## config.mk

```make
export PLATFORM = sky130hd
export DESIGN_NAME = time_counter_chain
export DESIGN_NICKNAME = d
export VERILOG_FILES = /design/src/rtl/time_cnt_pkg.sv /design/src/rtl/time_counter_stage.sv /design/src/rtl/time_counter_chain.sv
export SDC_FILE = /design/constraint.sdc
export NUM_CORES = 1
export LEC_CHECK = 0
export ABC_CLOCK_PERIOD_IN_PS = 6940
export CAP_MARGIN = 10
export CORE_MARGIN = 4
export CORE_UTILIZATION = 50
export DETAILED_ROUTE_END_ITERATION = 12
export PLACE_DENSITY = 0.82
export SLEW_MARGIN = 10
export SYNTH_ARGS = -nofsm -noshare
export SYNTH_HDL_FRONTEND = slang
export SYNTH_HIERARCHICAL = 1
export SYNTH_SLANG_ARGS = --single-unit
```

## constraint.sdc

```tcl
create_clock -name clk -period 6.94 [get_ports clk]
set_input_delay 1.388 -clock clk [delete_from_list [all_inputs] [get_ports clk]]
set_output_delay 1.388 -clock clk [all_outputs]
set_load 0.005 [all_outputs]
```

## src/rtl/time_cnt_pkg.sv

```systemverilog
// Shared types and helpers for the time counter chain.
package time_cnt_pkg;

  typedef enum logic [1:0] {
    RUN   = 2'd0,
    PAUSE = 2'd1,
    LOAD  = 2'd2
  } fsm_state_e;

  localparam int DEF_CW = 8;
  localparam int DIG_W  = 4;

  // Returns {tens, units}; only meaningful for values below 100.
  function automatic logic [2*DIG_W-1:0] bin2dec(input logic [7:0] v);
    return {DIG_W'(v / 8'd10), DIG_W'(v % 8'd10)};
  endfunction

endpackage

```

## src/rtl/time_counter_stage.sv

```systemverilog
// One modulo-LIMIT stage of the counter chain with load clamp and decimal split.
module time_counter_stage
  import time_cnt_pkg::*;
#(
  parameter int            CW    = DEF_CW,
  parameter logic [CW-1:0] LIMIT = CW'(60)
) (
  input  logic             clk,
  input  logic             rst_n,
  input  logic             step_en,
  input  logic             dir,
  input  logic             load_en,
  input  logic [CW-1:0]    load_val,
  output logic [CW-1:0]    count,
  output logic             terminal,
  output logic [DIG_W-1:0] tens,
  output logic [DIG_W-1:0] units
);

  if (LIMIT < 2 || LIMIT > 100) begin : g_bad_limit
    $error("time_counter_stage: LIMIT must be within 2..100");
  end

  localparam logic [CW-1:0] TOP = LIMIT - CW'(1);

  logic [CW-1:0] count_q, count_d;
  logic [CW-1:0] load_clamped;
  logic [7:0]    val8;

  assign load_clamped = (load_val >= LIMIT) ? TOP : load_val;
  assign terminal     = dir ? (count_q == '0) : (count_q == TOP);

  always_comb begin
    count_d = count_q;
    if (load_en) begin
      count_d = load_clamped;
    end else if (step_en) begin
      if (terminal) count_d = dir ? TOP : '0;
      else          count_d = dir ? (count_q - CW'(1)) : (count_q + CW'(1));
    end
  end

  always_ff @(posedge clk or negedge rst_n) begin
    if (!rst_n) count_q <= '0;
    else        count_q <= count_d;
  end

  assign count         = count_q;
  assign val8          = 8'(count_q);
  assign {tens, units} = bin2dec(val8);

endmodule

```

## src/rtl/time_counter_chain.sv

```systemverilog
// Multi-stage modulo counter chain with load handshake, pause and ripple carry/borrow.
// Optional alarm comparator enabled by defining TIME_COUNTER_ALARM_EN.
module time_counter_chain
  import time_cnt_pkg::*;
#(
  parameter int                         NUM_STAGES = 3,
  parameter int                         CW         = DEF_CW,
  parameter logic [NUM_STAGES*CW-1:0]   LIMITS     = {8'd24, 8'd60, 8'd60}
) (
  input  logic                     clk,
  input  logic                     rst_n,
  input  logic                     tick_en,
  input  logic                     dir,
  input  logic                     hold,
  input  logic                     load_valid,
  output logic                     load_ready,
  input  logic [NUM_STAGES*CW-1:0] load_data,
  output logic [NUM_STAGES*CW-1:0] count_out,
  output logic [NUM_STAGES*4-1:0]  bcd_t,
  output logic [NUM_STAGES*4-1:0]  bcd_u,
  output logic                     wrap_out,
`ifdef TIME_COUNTER_ALARM_EN
  input  logic                     alarm_set,
  input  logic [NUM_STAGES*CW-1:0] alarm_data,
  output logic                     alarm_out,
`endif
  output logic [1:0]               state_out
);

  fsm_state_e state_q, state_d;
  logic       load_acc;
  logic       cnt_en;
  logic [NUM_STAGES:0]   carry;
  logic [NUM_STAGES-1:0] term;

  // Ready is gated by reset so it reads 0 while rst_n is held low.
  assign load_ready = rst_n & (state_q != LOAD);
  assign load_acc   = load_valid & load_ready;
  // hold suppresses a tick even in the cycle before PAUSE is entered.
  assign cnt_en     = (state_q == RUN) & tick_en & ~hold & ~load_acc;

  assign carry[0] = cnt_en;
  assign wrap_out = carry[NUM_STAGES];

  for (genvar g = 0; g < NUM_STAGES; g++) begin : g_stage
    time_counter_stage #(
      .CW    (CW),
      .LIMIT (LIMITS[g*CW +: CW])
    ) u_stage (
      .clk      (clk),
      .rst_n    (rst_n),
      .step_en  (carry[g]),
      .dir      (dir),
      .load_en  (load_acc),
      .load_val (load_data[g*CW +: CW]),
      .count    (count_out[g*CW +: CW]),
      .terminal (term[g]),
      .tens     (bcd_t[g*4 +: 4]),
      .units    (bcd_u[g*4 +: 4])
    );
    assign carry[g+1] = carry[g] & term[g];
  end

  always_comb begin
    state_d = state_q;
    case (state_q)
      RUN, PAUSE: begin
        if (load_acc)  state_d = LOAD;
        else if (hold) state_d = PAUSE;
        else           state_d = RUN;
      end
      LOAD:    state_d = hold ? PAUSE : RUN;
      default: state_d = RUN;
    endcase
  end

  always_ff @(posedge clk or negedge rst_n) begin
    if (!rst_n) state_q <= RUN;
    else        state_q <= state_d;
  end

  assign state_out = state_q;

`ifdef TIME_COUNTER_ALARM_EN
  logic [NUM_STAGES*CW-1:0] alarm_val_q, alarm_val_d, alarm_clamp;
  logic                     upd_q, alarm_pulse_q;

  for (genvar g = 0; g < NUM_STAGES; g++) begin : g_alarm_clamp
    assign alarm_clamp[g*CW +: CW] =
      (alarm_data[g*CW +: CW] >= LIMITS[g*CW +: CW]) ? (LIMITS[g*CW +: CW] - CW'(1))
                                                      : alarm_data[g*CW +: CW];
  end

  assign alarm_val_d = alarm_set ? alarm_clamp : alarm_val_q;

  // upd_q marks a cycle whose count came from a tick or load; only then may a match pulse.
  always_ff @(posedge clk or negedge rst_n) begin
    if (!rst_n) begin
      alarm_val_q   <= '0;
      upd_q         <= 1'b0;
      alarm_pulse_q <= 1'b0;
    end else begin
      alarm_val_q   <= alarm_val_d;
      upd_q         <= cnt_en | load_acc;
      alarm_pulse_q <= upd_q & (count_out == alarm_val_q);
    end
  end

  assign alarm_out = alarm_pulse_q;
`endif

endmodule

```

==> results of run 1 <==
==> metal layers <==
layer	wire length (um)	global-route usage, %	up-vias
li1	-	-	2154
met1	4870	30.1	2079
met2	5770	40.1	172
met3	631	1.49	18
met4	154	6.62	0
met5	0	0	-
==> cells by family (layout without fill, tap and decap cells) <==
| group | after synthesis | count (layout) | share of synthesized area [%] |
|---|---|---|---|
| AOI/OAI and AO/OA | 207 | 207 | 34.5 |
| DFF | 26 | 26 | 15.8 |
| adders and majority gates | 21 | 21 | 6.91 |
| and+or+nand+nor | 205 | 205 | 28.2 |
| xor gates and xnor gates | 17 | 17 | 3.61 |
| muxes | 13 | 13 | 3.49 |
| buffers and inverters | 64 | 114 | 7.52 |
==> flip-flops by register name, summed over array words and instances, names as in the netlist <==
register	cells
g_stage.u_stage/count	24
state_out	2
==> worst register-to-register path: stages (launching register included) <==
cell and delay [ns]:
sky130_fd_sc_hd__dfrtp_1 0.76, sky130_fd_sc_hd__nand2_1 0.22, sky130_fd_sc_hd__nor4_1 0.36, sky130_fd_sc_hd__o21a_2 0.26, sky130_fd_sc_hd__nand2_1 0.10, sky130_fd_sc_hd__nor3_1 0.92, sky130_fd_sc_hd__nor2_1 0.28, sky130_fd_sc_hd__nand2_1 0.14
sky130_fd_sc_hd__o21ai_0 0.09
==> layout by cell type, fill, tap and decap left out, types with 8 or more instances in the layout <==
cell type	count
sky130_fd_sc_hd__a211oi_1	8
sky130_fd_sc_hd__a21oi_1	49
sky130_fd_sc_hd__clkdlybuf4s50_1	81
sky130_fd_sc_hd__dfrtp_1	26
sky130_fd_sc_hd__ha_1	18
sky130_fd_sc_hd__inv_1	25
sky130_fd_sc_hd__mux2i_1	8
sky130_fd_sc_hd__nand2_1	42
sky130_fd_sc_hd__nand2b_1	17
sky130_fd_sc_hd__nand3b_1	8
sky130_fd_sc_hd__nor2_1	49
sky130_fd_sc_hd__nor2b_1	14
sky130_fd_sc_hd__nor3_1	17
sky130_fd_sc_hd__nor3b_1	12
sky130_fd_sc_hd__o21a_1	9
sky130_fd_sc_hd__o21ai_0	43
sky130_fd_sc_hd__o21ai_1	8
sky130_fd_sc_hd__o22ai_1	9
sky130_fd_sc_hd__xnor2_1	11
==> area by class of cell <==
type | instances | area share (%)
clock buffer | 3 | 0.835
sequential | 26 | 13.2
inverter | 26 | 1.97
timing repair buffer | 84 | 16.8
tap | 102 | 2.58
clock inverter | 1 | 0.607
multi-input combinational | 463 | 64.0
==> power by group <==
| group | internal (mW) | switching, mW | leakage (nW) |
|---|---|---|---|
| logic | 0.612 | 0.487 | 1.60 |
| registers | 0.184 | 0.168 | 0.323 |
| clock network | 0.0773 | 0.0538 | 0.0357 |
==> path summary, 6_finish.rpt <==
| path | start | to | slack [ns] |
|---|---|---|---|
| max | dir | wrap_out | 1.50 |
| min | state_out[1]$_DFF_PN0_ | state_out[1]$_DFF_PN0_ | 0.56 |
| max reg2reg | g_stage[0].u_stage/count[4]$_DFFE_PN0P_ | g_stage[2].u_stage/count[1]$_DFFE_PN0P_ | 3.69 |
| min reg2reg | state_out[1]$_DFF_PN0_ | state_out[1]$_DFF_PN0_ | 0.56 |
| max in group asynchronous | rst_n | g_stage[2].u_stage/count[0]$_DFFE_PN0P_ | 5.16 |
| min in group asynchronous | rst_n | g_stage[0].u_stage/count[0]$_DFFE_PN0P_ | 1.49 |
==> results.md, run 1 <==
Worst setup path:
- The arrival time of the worst setup path is 4.05 ns.
- For this design, the slowest cell found on the critical path is sky130_fd_sc_hd__clkdlybuf4s50_1.
- Of all nets on the critical path, the largest fanout is 19.
- The data required time at the worst endpoint is 5.55 ns.
- The worst setup path is launched from a primary input.
- The worst setup path is captured at an output pin.
- The signal on the critical path passes through clkdlybuf4s50_1 -> or4_4 -> a21oi_4 -> nor4b_2 -> clkdlybuf4s50_1.
- The largest stage delay on the critical path is 0.82 ns.
- The worst setup path is of the primary input to output pin kind.
- The cell repeated most along the worst path is sky130_fd_sc_hd__clkdlybuf4s50_1.
- Counting buffers and inverters, the worst setup path is 5 cells deep.
- The number of cells on the worst reg-to-reg path is 8.
- Together, buffers and inverters on the worst path number 2.
- The largest delay contributor family on the critical path is buffers and inverters.

Die:
- The vertical die dimension is 98.8 um.
- 82 I/O pins were placed.
- The initial utilization of the core area, before any placement, comes to 52.3%.
- The die is 98.8 um wide.
- The number of placement rows is 32.
- The area enclosed by the die boundary is 9770 sq um.
- The core outline area is 7890 sq um.

Placed design:
- Port buffering added 81 buffers.
- The placement-stage cell area is 4870 sq um.
- The worst slack after detailed placement is 1.55 ns.
- The congestion estimate from routability-driven global placement came to 0.906.
- The number of instances in the placed design is 701.
- The HPWL after detailed placement is 8430 um.

Clock tree:
- The H-tree depth reported by CTS is 1.
- The clock passes through at most 2 buffers.
- The number of hold buffers added after CTS was 0.
- The number of buffers inserted to repair setup after CTS is 0.
- The clock-pin transition on the worst setup and hold timing paths is 0.10 ns.
- After clock tree synthesis, the repair step resized 0 gates.
- In this run, CTS created clock tree buffers numbering 3.
- TritonCTS built the clock tree.
- The root buffer cell is sky130_fd_sc_hd__clkbuf_8.
- Clock tree synthesis found a total of 26 sinks.
- For the worst-skew pair, the clock arrives at the later sink with an insertion delay of 0.28 ns.

Timing:
- At the pin with the least slew margin, the transition time is 1.20 ns.
- Summed over all failing endpoints, the final setup total negative slack is 0 ns.
- Setup repair after global routing left no endpoint under its margin.
- In this run the tightest slew margin relative to its limit is 19.6%.
- The post-route clock period utilization is 78.3%.
- Setup violations remaining at the end of the flow were counted as 0.
- The setup slack after layout is 1.50 ns.
- The final hold violation count is 0.
- The final critical path time including I/O delays and setup is 5.44 ns.
- Based on the critical path, the design can be clocked at up to 184 MHz.
- The max-slew violation count is 0.
- The worst clock skew is 0.00739 ns.
- The worst slack on hold paths is 0.561 ns.

Power and ir drop:
- IR analysis of the VDD net gives a maximum drop of 0.000155 V.
- The power after layout is 1.58 mW.
- The total power per unit cell area is 320 nW/um^2.
- The analysis attributes to cell leakage a power of 1.96 nW.

Detailed routing:
- The pre-antenna-repair detailed-routing pass consisted of 5 iterations.
- In the routed layout, each cell is associated on average with a via count of 6.27.
- For this block, the via count after detailed routing is 4423.
- The routed wire length is 11400 um.
- The DRC marker count from the first detailed-route iteration is 312.
- In the routed design, unresolved DRC markers number 0.
- The average detailed-routed wire length per instance is 16.2 um.
- The remaining antenna violation count is 0.

Global routing:
- The global routing usage summed across all routing layers is 22.9%.
- The first global-routing pass estimated 19500 um of wire.
- The via count of the first global-routing pass came to 4264.
- Entering global routing, the biggest net connects 31 pins.
- The sum of overflow across all layers after global routing is 0.
- The initial antenna violation count came to 0.

Synthesis:
- In the synthesized netlist, the cells that appear most often are 49 x sky130_fd_sc_hd__a21oi_1, 49 x sky130_fd_sc_hd__nor2_1, 43 x sky130_fd_sc_hd__o21ai_0.
- The netlist area before placement is 4130 sq um.
- The share of synthesized area in the top cell type comes to 15.8%.
- The number of nets handed over by synthesis was 604.
- The number of flip-flops and latches in the synthesized netlist is 26.
- Summed over all instances, the cell type with the most area after synthesis is sky130_fd_sc_hd__dfrtp_1.
- The post-synthesis async set-or-reset flop share is 100%.
- The primary flip-flop cell chosen by synthesis mapping is sky130_fd_sc_hd__dfrtp_1.
- The sequential share of the synthesized area is 15.8%.
- The average footprint of a synthesized cell is 7.46 sq um.
- After synthesis, the cell types taking the most area are sky130_fd_sc_hd__dfrtp_1 16%, sky130_fd_sc_hd__a21oi_1 5.9%, sky130_fd_sc_hd__ha_1 5.5%, sky130_fd_sc_hd__o21ai_0 5.2%, sky130_fd_sc_hd__nor2_1 4.5%.
- Synthesis produced a netlist whose cell count is 553.
- Synthesis instantiated 83 different standard cells from the library.
- For this run, the number of Yosys warnings is 6.
- The number of flops mapped to enable cells by yosys is 0.

Finish:
- The synthesis-to-finish area growth is 19.9%.
- Cells fill 62.7% of the core in the end.
- The final-layout fill cell count is 688.
- The fraction of final layout cells sized beyond drive strength 1 is 7.79%.
- The area of all sequential standard cells is 651 sq um.
- The number of nets in the layout is 655.
- The multi-input combinational cells in the finished layout cover a total of 3170 sq um.
- The repair_antennas step left the layout with diodes totalling 0.
- The final cell count without fillers is 705.
- The finished cells cover 4950 sq um.

Worst hold path:
- The path class of the tightest hold or removal check is flop to flop.
- Along the worst hold path, the cell count comes to 1.

Status:
- The flow ran to the end, and the final reports show no timing, DRC or antenna violations.

Run:
- The max-cap violation count is 0.
(Power assumes the default switching activity.)
==> inputs of run 2 (changes only) <==
--- a/config.mk
+++ b/config.mk
@@ -5,7 +5,7 @@
 export SDC_FILE = /design/constraint.sdc
 export NUM_CORES = 1
 export LEC_CHECK = 0
-export ABC_CLOCK_PERIOD_IN_PS = 6940
+export ABC_CLOCK_PERIOD_IN_PS = 5270
 export CAP_MARGIN = 10
 export CORE_MARGIN = 4
 export CORE_UTILIZATION = 50
==> constraint.sdc (replaced) <==
create_clock -name clk -period 5.27 [get_ports clk]
set_input_delay 1.054 -clock clk [delete_from_list [all_inputs] [get_ports clk]]
set_output_delay 1.054 -clock clk [all_outputs]
set_load 0.005 [all_outputs]
==> run 2 against run 1 <==
Final area is the same. Die area is the same. Core utilization is the same. Combinational power grew 32%. Hold slack lost 0.0061 ns. Non-clock buffer count is the same. Clock power grew 28%. Register-to-register slack lost 1.6 ns. Global-route usage grew 0.65 points. Worst setup slack lost 0.84 ns. Via count shrank 0.34%. Sequential share of layout area is the same. Critical path type unchanged. Critical endpoint unchanged. Highest routed layer unchanged.
==> results.md, run 2 (synthesized netlist as in run 1, its figures left out) <==
Power and ir drop:
- In this run the power density over the cells is 422 nW/um^2.
- The power after layout is 2.09 mW.
- Summed over all cells, the static leakage comes to 1.96 nW.
- The peak supply drop is 0.000263 V.

Detailed routing:
- The remaining antenna violation count is 0.
- After detailed routing, the number of vias per cell comes to 6.25.
- In this run, the number of DRC markers left after iteration 0 of detailed routing was 272.
- The via count of the routed design is 4408.
- The final layout contains routed wiring with a total length of 11700 um.
- The average detailed-routed wire length per instance is 16.5 um.
- The length of the first detailed-routing pass in iterations is 5.
- The DRC violation count after routing is 0.

Timing:
- The post-route setup TNS is 0 ns.
- The setup slack after layout is 0.668 ns.
- Static timing analysis puts the maximum clock frequency at 217 MHz.
- The relative max-transition margin is 25.0%.
- For the pin with the worst max-slew slack, the measured transition is 1.12 ns.
- The max-slew violation count is 0.
- The tightest hold path in the finished design has a slack of 0.554 ns.
- Of the available clock period, the critical path in the final layout requires 87.3%.
- The final critical path time including I/O delays and setup is 4.60 ns.
- Setup violations remaining at the end of the flow were counted as 0.
- Setup repair after global routing left no endpoint under its margin.
- The final hold violation count came to 0.
- Across the routed clock network, the largest skew measured is 0.00420 ns.

Worst setup path:
- The cell with the largest stage delay on the worst path is sky130_fd_sc_hd__clkdlybuf4s50_1.
- Walking the worst path, the cells encountered are clkdlybuf4s50_1 -> or4_4 -> a21oi_4 -> nor4b_2 -> clkdlybuf4s50_1.
- The maximum fanout along the worst path is 15.
- The critical path is of the primary input to output pin type.
- The data required time at the worst endpoint is 4.22 ns.
- The category of the worst setup path launch point is a primary input.
- In this design, the stage delay of the slowest critical-path cell is 0.76 ns.
- The cell repeated most along the worst path is sky130_fd_sc_hd__clkdlybuf4s50_1.
- The worst setup path is captured at an output pin.
- The arrival time of the worst setup path is 3.55 ns.

Clock tree:
- The tree is rooted in a sky130_fd_sc_hd__clkbuf_8.
- Clock latency on the worst-skew pair, taken at its later pin, is 0.27 ns.
- Post-CTS repair changed the size of 0 cells.
- The tree built by TritonCTS fans out to 26 sinks.
- The CTS tree is done.
- Buffers inserted to repair hold after CTS numbered 0.
- The clock-pin transition on the worst setup and hold timing paths is 0.10 ns.
- The number of clock buffers added by TritonCTS is 3.
- CTS built an H-tree with a depth of 1.
- Once the clock tree was built, the setup fixing pass inserted 0 buffers.
- No sink is reached through more buffers than the 2 on the longest clock path.

Run:
- The tool flagged a number of max-cap violations equal to 0.

Finish:
- The register with the most flip-flops in the layout has 24 of them.
- The number of antenna diodes in the final layout is 0.
- The fraction of final layout cells sized beyond drive strength 1 is 7.79%.
- For this run, the post-layout net count is 655.
- Summing all non-filler instances in the final layout gives an area of 4950 sq um.
- The area growth from synthesis to layout is 19.9%.
- In the layout the commonest cells are 81 x sky130_fd_sc_hd__clkdlybuf4s50_1, 49 x sky130_fd_sc_hd__nor2_1, 49 x sky130_fd_sc_hd__a21oi_1.
- Leaving out fill and tap cells, the most frequent cell in the layout is sky130_fd_sc_hd__clkdlybuf4s50_1.

Global routing:
- The via count of the first global-routing pass is 4239.
- The largest net degree at the start of global routing is 30.
- The total overflow left after global routing is 0.
- The global routing usage summed across all routing layers is 23.5%.
- The initial antenna violation count is 0.
- The first-pass GRT wire length is 19900 um.

Placed design:
- The placer congestion estimate is 0.958.
- The worst slack after detailed placement is 0.696 ns.
- The number of buffer cells added on primary ports is 81.
- Once placement finished, the instance area stood at 4870 sq um.
- The HPWL after detailed placement is 8660 um.

Worst hold path:
- The min-delay analysis places its worst path in the category flop to flop.

Die:
- The die is 98.8 um tall.
- The initial cell density of the core is 52.3%.
- After floorplanning, the core was sized to cover 7890 sq um.
- The die span in x is 98.8 um.
- The area enclosed by the die boundary is 9770 sq um.
- The count of boundary I/O pins is 82.
- In this run the core area contains 32 standard-cell rows.

Status:
- The run finished with clean final reports.
## run 2: cell counts in the layout (fill, tap and decap cells not counted)
No cell type changed its count.
## run 2: power by group
part           switching (mW)  total, mW  internal [mW]
registers               0.226      0.468          0.242
clock network          0.0668      0.168          0.102
logic                   0.646       1.45          0.807
total                   0.939       2.09           1.15
## run 2: cell type report
cell class / count / area (sq um)
Clock buffer: 3 / 41.3
Tap cell: 102 / 128
Multi-Input combinational cell: 463 / 3170
Inverter: 26 / 97.6
Clock inverter: 1 / 30.0
Timing Repair Buffer: 84 / 833
Sequential cell: 26 / 651
Fill cell: 686 / 2940
## run 2: final timing paths
kind	from	end	slack (ns)	cells past startpoint
setup / recovery	dir	wrap_out	0.67	5
hold / removal	state_out[1]$_DFF_PN0_	state_out[1]$_DFF_PN0_	0.55	1
setup reg to reg	g_stage[0].u_stage/count[4]$_DFFE_PN0P_	g_stage[2].u_stage/count[1]$_DFFE_PN0P_	2.09	8
hold reg to reg	state_out[1]$_DFF_PN0_	state_out[1]$_DFF_PN0_	0.55	1
max in group asynchronous	rst_n	g_stage[2].u_stage/count[1]$_DFFE_PN0P_	3.76	2
min in group asynchronous	rst_n	g_stage[0].u_stage/count[0]$_DFFE_PN0P_	1.22	2
## run 2: metal layers
layer | vias up | global-route usage, % | routed length (um)
met2 | 149 | 40.8 | 5750
met3 | 20 | 2.19 | 618
li1 | 2154 | - | -
met5 | - | 0 | 0
met4 | 0 | 6.30 | 174
met1 | 2085 | 31.2 | 5110
## run 2: metrics by stage
step           instances  util [%]
5_1_grt              705      62.7
2_1_floorplan        553         -
3_5_place_dp         701      61.8
4_1_cts              705      62.7
3_3_place_gp         701      61.8
6_report             705      62.7
## run 2: critical path, delay by kind of cell
kind	cells	cell delay [ns]
compound gates	1	0.23
buf+inv	2	1.32
simple gates	2	0.95
